**src/rtl/regfile_write_ctrl_pkg.sv**
```systemverilog
// regfile_write_ctrl_pkg: shared widths, state encodings and clear length for the register-file write side
package regfile_write_ctrl_pkg;
  localparam int DEF_DW = 8;
  localparam int DEF_AW = 3;
  localparam int DEF_NREGS = 8;
  localparam int CLR_STEPS = 8;
  localparam logic [1:0] IDLE = 2'd0;
  localparam logic [1:0] DRAIN = 2'd1;
  localparam logic [1:0] CLEAR = 2'd2;
endpackage

```
**src/rtl/sync_fifo.sv**
```systemverilog
// sync_fifo: single-clock FIFO with flush; power-of-two DEPTH so pointers wrap naturally
module sync_fifo #(
  parameter int DEPTH = 4,
  parameter int W = 11
) (
  input  logic                       clk,
  input  logic                       rst_n,
  input  logic                       push,
  input  logic                       pop,
  input  logic                       flush,
  input  logic [W-1:0]               din,
  output logic [W-1:0]               dout,
  output logic                       full,
  output logic                       empty,
  output logic [$clog2(DEPTH+1)-1:0] count
);
  localparam int PW = $clog2(DEPTH);
  localparam int CW = $clog2(DEPTH + 1);
  logic [W-1:0] mem [DEPTH];
  logic [PW-1:0] wp, rp;
  logic do_push, do_pop;
  assign full = count == CW'(DEPTH);
  assign empty = count == '0;
  assign do_push = push && !full;
  assign do_pop = pop && !empty;
  assign dout = mem[rp];
  always_ff @(posedge clk or negedge rst_n)
    if (!rst_n) begin
      wp <= '0;
      rp <= '0;
      count <= '0;
    end else if (flush) begin
      wp <= '0;
      rp <= '0;
      count <= '0;
    end else begin
      if (do_push) wp <= wp + 1'b1;
      if (do_pop) rp <= rp + 1'b1;
      count <= count + CW'(do_push) - CW'(do_pop);
    end
  always_ff @(posedge clk)
    if (do_push && !flush) mem[wp] <= din;
endmodule

```
**src/rtl/regfile_write_ctrl.sv**
```systemverilog
// regfile_write_ctrl: queues row writes and issues them as a registered one-hot enable plus data,
// and sequences a row-by-row clear of the register file
module regfile_write_ctrl
  import regfile_write_ctrl_pkg::*;
#(
  parameter int DW = DEF_DW,
  parameter int AW = DEF_AW,
  parameter int NREGS = DEF_NREGS,
  parameter int DEPTH = 4
) (
  input  logic                       clk,
  input  logic                       rst_n,
  input  logic                       wr_valid,
  output logic                       wr_ready,
  input  logic [AW-1:0]              wr_addr,
  input  logic [DW-1:0]              wr_data,
  input  logic                       clr_req,
  output logic                       clr_busy,
  output logic [NREGS-1:0]           reg_en,
  output logic [DW-1:0]              reg_d,
  output logic [$clog2(DEPTH+1)-1:0] q_count
);
  localparam int CW = $clog2(DEPTH + 1);
  localparam int IW = $clog2(CLR_STEPS);
  logic [1:0] state;
  logic [IW-1:0] idx;
  logic full, empty, push, pop, clr_go, last;
  logic [AW+DW-1:0] head;
  logic [AW-1:0] head_addr;
  logic [DW-1:0] head_data;
  logic [NREGS-1:0] dec;
  assign {head_addr, head_data} = head;
  assign clr_busy = state == CLEAR;
  assign wr_ready = !full && !clr_busy;
  assign push = wr_valid && wr_ready;
  assign clr_go = clr_req && !clr_busy;
  assign pop = !empty && !clr_go;
  assign last = idx == IW'(CLR_STEPS - 1);
  // Out-of-range addresses still pop but decode to no row.
  assign dec = int'(head_addr) < NREGS ? NREGS'(1) << head_addr : '0;
  sync_fifo #(.DEPTH(DEPTH), .W(AW + DW)) u_fifo (
    .clk(clk),
    .rst_n(rst_n),
    .push(push),
    .pop(pop),
    .flush(clr_go),
    .din({wr_addr, wr_data}),
    .dout(head),
    .full(full),
    .empty(empty),
    .count(q_count)
  );
  always_ff @(posedge clk or negedge rst_n)
    if (!rst_n) begin
      state <= IDLE;
      idx <= '0;
      reg_en <= '0;
      reg_d <= '0;
    end else if (clr_go) begin
      state <= CLEAR;
      idx <= '0;
      reg_en <= NREGS'(1);
      reg_d <= '0;
    end else if (clr_busy) begin
      state <= last ? IDLE : CLEAR;
      idx <= idx + 1'b1;
      reg_en <= last ? '0 : reg_en << 1;
    end else begin
      // A non-empty queue always pops here, so one entry left drains unless refilled.
      state <= (q_count > CW'(1) || push) ? DRAIN : IDLE;
      reg_en <= pop ? dec : '0;
      if (pop) reg_d <= head_data;
    end
endmodule

```
**config.mk**
```make
export PLATFORM = sky130hd
export DESIGN_NAME = regfile_write_ctrl
export DESIGN_NICKNAME = d
export VERILOG_FILES = /design/src/rtl/regfile_write_ctrl_pkg.sv /design/src/rtl/sync_fifo.sv /design/src/rtl/regfile_write_ctrl.sv
export SDC_FILE = /design/constraint.sdc
export NUM_CORES = 1
export LEC_CHECK = 0
export ABC_AREA = 1
export CAP_MARGIN = 20
export CELL_PAD_IN_SITES_DETAIL_PLACEMENT = 0
export CELL_PAD_IN_SITES_GLOBAL_PLACEMENT = 1
export CORE_UTILIZATION = 25
export CTS_BUF_LIST = sky130_fd_sc_hd__clkbuf_8
export DETAILED_ROUTE_END_ITERATION = 16
export PLACE_DENSITY = 0.51
export SYNTH_ARGS = -nofsm -noshare
export SYNTH_HDL_FRONTEND = slang
export SYNTH_SLANG_ARGS = --single-unit
export TNS_END_PERCENT = 50
```
**constraint.sdc**
```tcl
create_clock -name clk -period 6.1 [get_ports clk]
set_clock_uncertainty 0.15 [all_clocks]
set_input_delay 1.22 -clock clk [delete_from_list [all_inputs] [get_ports clk]]
set_output_delay 1.22 -clock clk [all_outputs]
set_load 0.02 [all_outputs]
```
### Word-level counts from Yosys, hierarchy flattened

Memory sizes are Yosys's and may differ from the RTL's.
Index checks and enable logic that the tools add are counted.

| storage, ports and cells | value |
|---|---|
| input bits | 15 |
| memories kept | 1 |
| output and inout bits | 21 |
| word-level logic and storage cells | 57 |
| register bits after elaboration | 28 |
| memory bits (writable) | 44 |

Memory list:

| memory | words | bits a word | read ports | clocked after memory_dff | wr ports | RTL line | RTL |
|---|---|---|---|---|---|---|---|
| u_fifo.mem | 4 | 11 | 1 | 0 | 1 | sync_fifo.sv:19 | `logic [W-1:0] mem [DEPTH];` |

| operators by class | value |
|---|---|
| equal/unequal tests | 4 |
| order comparisons | 1 |
| shift-type cells | 1 |
| add/sub/neg operators | 5 |
| reduce and logical (&&, ||, !) cells | 18 |
| muxes and demuxes | 20 |

Operators with widths:

| operator | count |
|---|---|
| two-way mux 8 bit | 7 |
| two-way mux 2 bit | 7 |
| two-way mux 3 bit | 3 |
| nonzero test 2 bit | 4 |
| << shifter 1 x 3 -> 8 bit (first input constant) | 1 |
| logical AND 1 bit | 7 |
| == test 3 bit (second input constant) | 2 |
| adder 2 x 1 -> 2 bit (second input constant) | 2 |
| zero test 1 bit | 4 |
| adder 3 x 1 -> 3 bit | 1 |
| adder 3 x 1 -> 3 bit (second input constant) | 1 |
| > comparator 3 x 1 -> 1 bit (second input constant) | 1 |
| zero test 3 bit | 1 |
| two-way mux 1 bit | 3 |
| subtractor 3 x 1 -> 3 bit | 1 |
| == test 2 bit (second input constant) | 1 |
| inequality test 2 x 1 -> 1 bit (second input constant) | 1 |
| AND reduction 2 bit | 1 |
| logical OR 1 bit | 1 |

### Longest topological paths before layout

| logic depth | value |
|---|---|
| depth in word-level cells | 8 |
| mapped depth | 14 |
| mapped depth without buffers | 14 |

### By module

From an unflattened synthesis, not the netlist that was laid out.

| unflattened totals | value |
|---|---|
| cell total of the unflattened synthesis | 281 |
| area, all modules | 3173.0 sq um |

Modules (own cells, without submodules):

| module | sequential area each (sq um) | area an instance (sq um) | times used | cells an instance |
|---|---|---|---|---|
| sync_fifo | 1496.4 | 2163.3 | 1 | 170 |
| regfile_write_ctrl | 525.5 | 1009.7 | 1 | 111 |

### Least setup slack after synthesis

No wires, ideal clock.

| timing path | value |
|---|---|
| path kind | input to register |
| start point | in clr_req |
| end point | reg u_fifo.count[2] |
| setup time | 122 ps |
| path slack | 3195 ps |
| required time | 5828 ps |
| arrival time | 2633 ps |
| cell stages on the path | 12 |
| buffers on the path | 0 |
| path through | inv_1 nor2_2 inv_2 nand2_1 inv_1 ha_1 inv_1 ha_1 inv_1 fa_1 xnor2_1 nor2_1 |

| on the way | value |
|---|---|
| word-level cells in the longest chain between the ends | 6 |

Ends and longest elaborated chain:

| item | RTL line | RTL |
|---|---|---|
| start: declaration | regfile_write_ctrl.sv:17 | `input logic clr_req,` |
| logical AND 1 bit * | regfile_write_ctrl.sv:36 | `assign clr_go = clr_req && !clr_busy;` |
| zero test 1 bit | regfile_write_ctrl.sv:37 | `assign pop = !empty && !clr_go;` |
| logical AND 1 bit | regfile_write_ctrl.sv:37 |  |
| logical AND 1 bit | sync_fifo.sv:25 | `assign do_pop = pop && !empty;` |
| subtractor 3 x 1 -> 3 bit | sync_fifo.sv:39 | `count <= count + CW'(do_push) - CW'(do_pop);` |
| two-way mux 3 bit * | sync_fifo.sv:32 | `end else if (flush) begin` |
| end signal: assignment | sync_fifo.sv:39 |  |
| end: declaration | sync_fifo.sv:15 | `output logic [$clog2(DEPTH+1)-1:0] count` |

Every way passes the cells marked *; elsewhere a longest branch is shown, timed or not.
A chain may end at the register's enable or synchronous reset.

### Worst setup path in the final report

Same ends and word-level chain as after synthesis.

==> flow_summary.json <==
{
  "status": "complete, no violations",
  "p_comb_share_pct": 41.8,
  "switching_share_pct": 40.6,
  "gr-total-overflow": 0,
  "layout-area-overhead-vs-synth_pct": 21.3,
  "cap_violations": 0,
  "crit_path_start_kind": "input port",
  "start_util_pct": 25.7,
  "hold_buffers": 0,
  "firstDrtPassIters": 4,
  "grt_pass1_vias": 2008,
  "wirelength_um": 6400,
  "critPathMaxStageDelay_ps": 520,
  "postSynthCellCount": 293,
  "synthDistinctLibCells": 23,
  "num_vias": 2046,
  "crit_required_ps": 6200,
  "wl_per_cell_um": 13.2,
  "cts_htree_levels": 3,
  "first_iter_violations": 28,
  "final_area_sq_um": 3740,
  "clock_power_share_pct": 18.3,
  "synth_warnings": 0,
  "slowest_stage": "clkdlybuf4s50_1",
  "cts_buffer_depth": 2,
  "via_per_inst": 4.21,
  "antenna_found_initial": 0,
  "p_leak_nw": 1.56,
  "synthFlopType": "edfxtp_1",
  "syn_nets": 319,
  "n_fill_cell": 1258,
  "diodes": 0,
  "p_seq_share_pct": 40.0,
  "placed_area_sq_um": 3570,
  "track_usage_pct": 11.1,
  "path_class": "input port to register",
  "finalHoldViolations": 0,
  "ctsResizeCount": 0,
  "synth-seq-cells": 72,
  "synth_edf_count": 44,
  "die_h_um": 113,
  "hold-worst-slack_ps": 331,
  "path_max_fanout": 6,
  "critical_path.endpoint_type": "register",
  "syn_area_per_cell_sq_um": 10.5,
  "yosysSeqAreaShare_pct": 65.6,
  "finalMaxSlewViolations": 0,
  "io_pins": 36,
  "drive_above_1_share_pct": 8.26,
  "drc": 0,
  "async_reset_ff_share_pct": 38.9,
  "p_per_area_nw_per_um2": 468,
  "fp.coreArea_sq_um": 12000,
  "numCtsBuffers": 9,
  "ir_drop_uv": 166,
  "ant_nets": 0,
  "rsz0062_at_grt": "false",
  "cts_tree": "yes",
  "clock_latency_ps": 350,
  "post_cts_buffers": 0,
  "arrival_ps": 3340,
  "path_common_cell": "inv_1",
  "max_freq_mhz": 308,
  "fin_tns_setup_ps": 0,
  "p_int_mw": 1.04,
  "row_count": 40,
  "p_switching_uw": 711,
  "cts_sinks": 72,
  "fin_crit_sh_pct": 53.2,
  "fin_crit_ps": 3250,
  "dp_hpwl_um": 4310,
  "numPortBuffers": 35,
  "cts_root_buf": "clkbuf_8",
  "min_path_type": "register to register",
  "clk_pin_slew_ps": 70,
  "grt_pass1_wl_um": 10500,
  "gp_congestion": 0.705,
  "path_cells": "clkdlybuf4s50_1, inv_1, nor2_2, inv_2, nand2_1, inv_1, ha_1, inv_1, ha_1, inv_1, fa_1, xnor2_1, nor2_1",
  "nNetsFinal": 360,
  "die_w_um": 113,
  "worst_slew_pin_slew_ps": 1070,
  "slew_headroom_pct": 28.6,
  "setup_viol": 0,
  "synth_area_sq_um": 3080,
  "grt_max_degree": 29,
  "dieArea_sq_um": 12800
}
## cells in the final DEF, fill, tap and decap left out, drive strengths merged
master,netlist,layout
ha,10,10
fa,1,1
a31oi,1,1
a21oi,4,4
nor2,40,40
inv,23,23
nand3,12,12
xnor2,1,1
clkbuf,1,9
clkdlybuf4s50,0,35
buf,6,2
o31ai,1,1
edfxtp,44,44
o21ai,30,30
clkinv,0,4
dfrtp,28,28
nand2,91,91
clkinvlp,0,3
## critical path: cells and delay by family
kind	cells	cell delay, ps
xor+xnor	1	160
buf+inv	6	870
simple gates	3	320
fa+ha+maj	3	760
## state kept, by name, indices dropped and copies added (netlist names)
signal,flops
idx,3
reg_d,8
reg_en,8
state,2
u_fifo.count,3
u_fifo.mem,44
u_fifo.rp,2
u_fifo.wp,2
## power by group through the flow
| stage | registers, mW | logic (mW) | clock network [mW] |
|---|---|---|---|
| floorplan | 0.736 | 0.479 | 0 |
| global placement | 0.713 | 0.747 | 0 |
| detailed placement | 0.713 | 0.747 | 0 |
| CTS | 0.705 | 0.750 | 0.334 |
| global route | 0.718 | 0.847 | 0.352 |
| finish | 0.700 | 0.731 | 0.320 |
## per-layer routing
metal  global-route usage (%)  vias to the layer above  routed length (um)
li1                         -                     1041                   -
met1                     13.2                      951                2900
met2                     18.4                       43                3120
met3                     3.48                       11                 255
met4                     5.26                        0                 122
met5                        0                        -                   0
## metrics by stage
stage | util, % | std cells | power, mW | setup slack [ps]
after floorplan | - | 293 | 1.21 | 3190
after global placement | 29.7 | 469 | 1.46 | 2510
after detailed placement | 29.7 | 469 | 1.46 | 2470
after CTS | 31.0 | 485 | 1.79 | 2840
after global routing | 31.1 | 486 | 1.92 | 2630
final | 31.1 | 486 | 1.75 | 2850
## cell type report
type / instances / area (sq um) / area share [%]
sequential: 72 / 2020 / 54.1
multi-input combinational: 191 / 913 / 24.4
timing repair buffer: 37 / 369 / 9.87
tap: 147 / 184 / 4.92
clock buffer: 9 / 124 / 3.31
inverter: 23 / 88.8 / 2.38
clock inverter: 7 / 38.8 / 1.04
## kinds of logic (layout without fill, tap and decap cells)
family,Yosys count,in the layout,synth area share (%)
AOI/OAI and AO/OA,36,36,6.09
buffers and inverters,30,76,4.83
xor gates and xnor gates,1,1,0.284
adders and majority gates,11,11,4.71
DFF,72,72,65.6
and+or+nand+nor,143,143,18.5
## worst paths after layout
kind	depth (start not counted)	to	start	slack (ps)
worst max-delay path	13	u_fifo.count[2]	clr_req	2850
min in group asynchronous	2	idx[0]	rst_n	1100
worst min-delay path	2	reg_en[5]	reg_en[4]	330
max in group asynchronous	2	reg_d[4]	rst_n	4410
worst min register to register	2	reg_en[5]	reg_en[4]	330
worst max register to register	6	u_fifo.mem[0][7]	u_fifo.count[1]	3610
## synth_stat cells, types with 2 or more instances
cell type	count	share of area, %
o21ai_0	11	1.8
nand2_1	86	10
nor2_1	39	4.7
buf_6	4	1.5
o21ai_1	18	2.9
dfrtp_1	28	23
a21oi_1	4	0.65
edfxtp_1	44	43
ha_1	10	4.1
inv_2	4	0.49
nand2_2	5	1.0
buf_2	2	0.32
nand3_1	11	1.8
inv_1	18	2.2
No activity file was read; power rests on OpenSTA's default activity.
==> patch (config.mk and constraints unchanged) <==
Set the package constant `DEF_DW` to 7 (it was 8).
--- a/src/rtl/regfile_write_ctrl_pkg.sv
+++ b/src/rtl/regfile_write_ctrl_pkg.sv
@@ -1,5 +1,5 @@
 // regfile_write_ctrl_pkg: shared widths, state encodings and clear length for the register-file write side
 package regfile_write_ctrl_pkg;
-  localparam int DEF_DW = 8;
+  localparam int DEF_DW = 7;
   localparam int DEF_AW = 3;
   localparam int DEF_NREGS = 8;
Ports: changed (resized reg_d and wr_data); port bits go from 36 to 34. No check against the original RTL was run, so the function may have changed too.
==> patch against the unedited design <==
Worst setup slack better by 34 ps. Sequential cell count shrank 5. Area after synthesis decreased by 6.0%. Highest routed layer unchanged. Largest cell class unchanged. Final area is 3.3% lower. Routed wire length decreased by 3.3%. Power increased by 4.5%. Global-route usage rose by 0.64 points. Cell count down 4.7%. Critical path type unchanged.
==> patch: results (changes against the unedited design) <==
Outcome
- completed — run status

Place
- 4.195 mm — DP Wirelength, -2.7%
- 0.7109 — routability congestion estimate from global placement, +0.89%
- 33 — quantity of I/O buffers inserted on ports, -5.7%
- 2509 ps — post-placement worst setup slack, +39.04 ps

Synthesis
- 304 — synthesized net count, -4.7%
- 82 x sky130_fd_sc_hd__nand2_1, 40 x sky130_fd_sc_hd__edfxtp_1, 36 x sky130_fd_sc_hd__nor2_1 — leading post-synthesis cells by instance count
- sky130_fd_sc_hd__edfxtp_1 41%, sky130_fd_sc_hd__dfrtp_1 23%, sky130_fd_sc_hd__nand2_1 11% — Synth area leaders
- 40.30% — Async SR Flop Fraction, +1.4 points
- 0% — multiplexer fraction of the synthesized cell area, unchanged
- 64.74% — portion of the post-synthesis area used by sequential elements, -0.82 points
- 21 — count of different cell masters after synthesis, -8.7%
- 40 — number of enable flip-flop cells after synthesis, -9.1%
- 5.006% — synthesized-area fraction occupied by adder cells, +0.30 points
- 5.481% — Synth Area in Compound Gates, -0.60 points
- 0 — synth warn, unchanged
- 0.3021% — fraction of synthesized cell area in xor and xnor cells, +0.018 points

Critical path
- 6 — CP Max Fanout, unchanged
- sky130_fd_sc_hd__clkdlybuf4s50_1 — critical path's slowest cell
- u_fifo.count[1] — startpoint of the lowest-slack register-to-register path
- 530 ps — largest stage delay on the critical path
- clr_req — Worst setup startpoint
- buffers and inverters — top cell family by delay on the critical path
- 3300 ps — data arrival time of the critical path, -40 ps

Finish
- 343 — NumNets Final, -4.7%
- u_fifo.mem x40, reg_en x8, reg_d x7 — registers with the highest flip-flop counts
- 0 — Ant. Diodes, unchanged
- 1157 — count of fill cells added during filler insertion, -8.0%
- 12.38% — fraction of layout cells with a size suffix above 1, +4.1 points

Clock tree
- 70 ps — clock-pin transition on the worst setup and hold timing paths, about the same
- 2 — maximum root-to-sink buffer count, unchanged
- 3 — htree depth, unchanged
- 9 — number of buffers created by CTS, unchanged
- sky130_fd_sc_hd__clkbuf_8 — Clk Tree Root Cell
- 0 — setup bufs post-CTS, unchanged
- 0 — CTS resizes, unchanged
- 340 ps — Worst-Skew Late Latency

Power and ir drop
- 188.8 uV — Max VDD drop, +14%
- 1.533 nW — static leakage, -1.8%
- 37.92% — switching part of the total power, -2.7 points

Global routing
- 10.25 mm — global-route wire length before repair, -2.8%
- 28 — maximum number of pins on one net before global-route repair, -3.4%
- 0 — antenna violations before repair, unchanged
- 11.78% — overall global routing resource usage, +0.64 points
- 3.794% — global routing met3 resource utilization, +0.31 points
- 2028 — number of global-route vias before repair, +1.0%
- 14.65% — GRT met1 Usage, +1.4 points
- 19.09% — GR Util met2, +0.73 points

Drt
- 51 — count of routing violations after the opening detailed-route iteration, +82%
- 6.188 mm — total wire length, -3.3%
- 4 — number of detailed-route iterations in the first pass, unchanged
- 4.205 — routed via count divided by cell count, -0.11%

STA
- 1030 ps — transition time of the tightest slew-check pin, -37.07 ps

Worst hold path
- reg_d[2] — startpoint of the lowest-slack hold path
- flop to flop — min-delay worst type

==> patch: changes by cell type after synthesis, moves of 4 or more <==
| cell | before | now |
|---|---|---|
| sky130_fd_sc_hd__edfxtp_1 | 44 | 40 |
| sky130_fd_sc_hd__inv_1 | 18 | 11 |
| sky130_fd_sc_hd__inv_2 | 4 | 12 |
| sky130_fd_sc_hd__nand2_1 | 86 | 82 |
| sky130_fd_sc_hd__o21ai_0 | 11 | 0 |
| sky130_fd_sc_hd__o21ai_1 | 18 | 26 |
==> patch: worst reg2reg max path: cells and delay by family, from the launching register on <==
family                 cells  cell delay [ps]
buffers and inverters      2              170
and+or+nand+nor            4             1240
DFF                        1              440
==> patch: per-stage QoR <==
step,cell area (um2),std cells
2_1_floorplan,2899,279
3_3_place_gp,3364,447
3_5_place_dp,3364,447
4_1_cts,3615,463
5_1_grt,3615,463
6_report,3615,463
==> patch: path summary, 6_finish.rpt <==
path / cells after the start / endpoint / slack (ps)
setup / recovery: 13 / u_fifo.count[2] / 2890
max in group asynchronous: 2 / u_fifo.wp[1] / 4390
min in group asynchronous: 2 / reg_d[4] / 1120
hold / removal: 2 / reg_d[2] / 330
hold reg to reg: 2 / reg_d[2] / 330
setup reg to reg: 6 / u_fifo.mem[1][7] / 3720
==> patch: cell type report <==
cell class / instances / area [um2] / area share (%)
Sequential cell: 67 / 1877 / 51.92
Multi-Input combinational cell: 183 / 888.4 / 24.58
Timing Repair Buffer: 34 / 337.8 / 9.346
Tap cell: 140 / 175.2 / 4.846
Clock buffer: 10 / 137.6 / 3.808
Clock inverter: 6 / 112.6 / 3.115
Inverter: 23 / 86.33 / 2.388
==> patch: cell families (layout without fill, tap and decap cells) <==
group / after synthesis / in the layout
XOR/XNOR: 1 / 1
AO/OA/AOI/OAI: 31 / 31
flip-flops: 67 / 67
AND/OR/NAND/NOR: 140 / 140
buffers and inverters: 29 / 73
adder cells (fa/ha/maj): 11 / 11
==> patch: per-layer routing <==
layer  part of all wire [%]  up-vias
met5                      0        -
met1                     49      918
met2                     46       34
li1                       -      991
met4                   0.90        0
met3                    3.7        4
==> patch: power by group through the flow <==
| stage | clock network, mW | registers (mW) | logic, mW |
|---|---|---|---|
| CTS | 0.472 | 0.658 | 0.741 |
| global route | 0.487 | 0.672 | 0.829 |
| global placement | 0 | 0.665 | 0.738 |
| detailed placement | 0 | 0.667 | 0.738 |
| floorplan | 0 | 0.696 | 0.465 |
| finish | 0.455 | 0.656 | 0.719 |
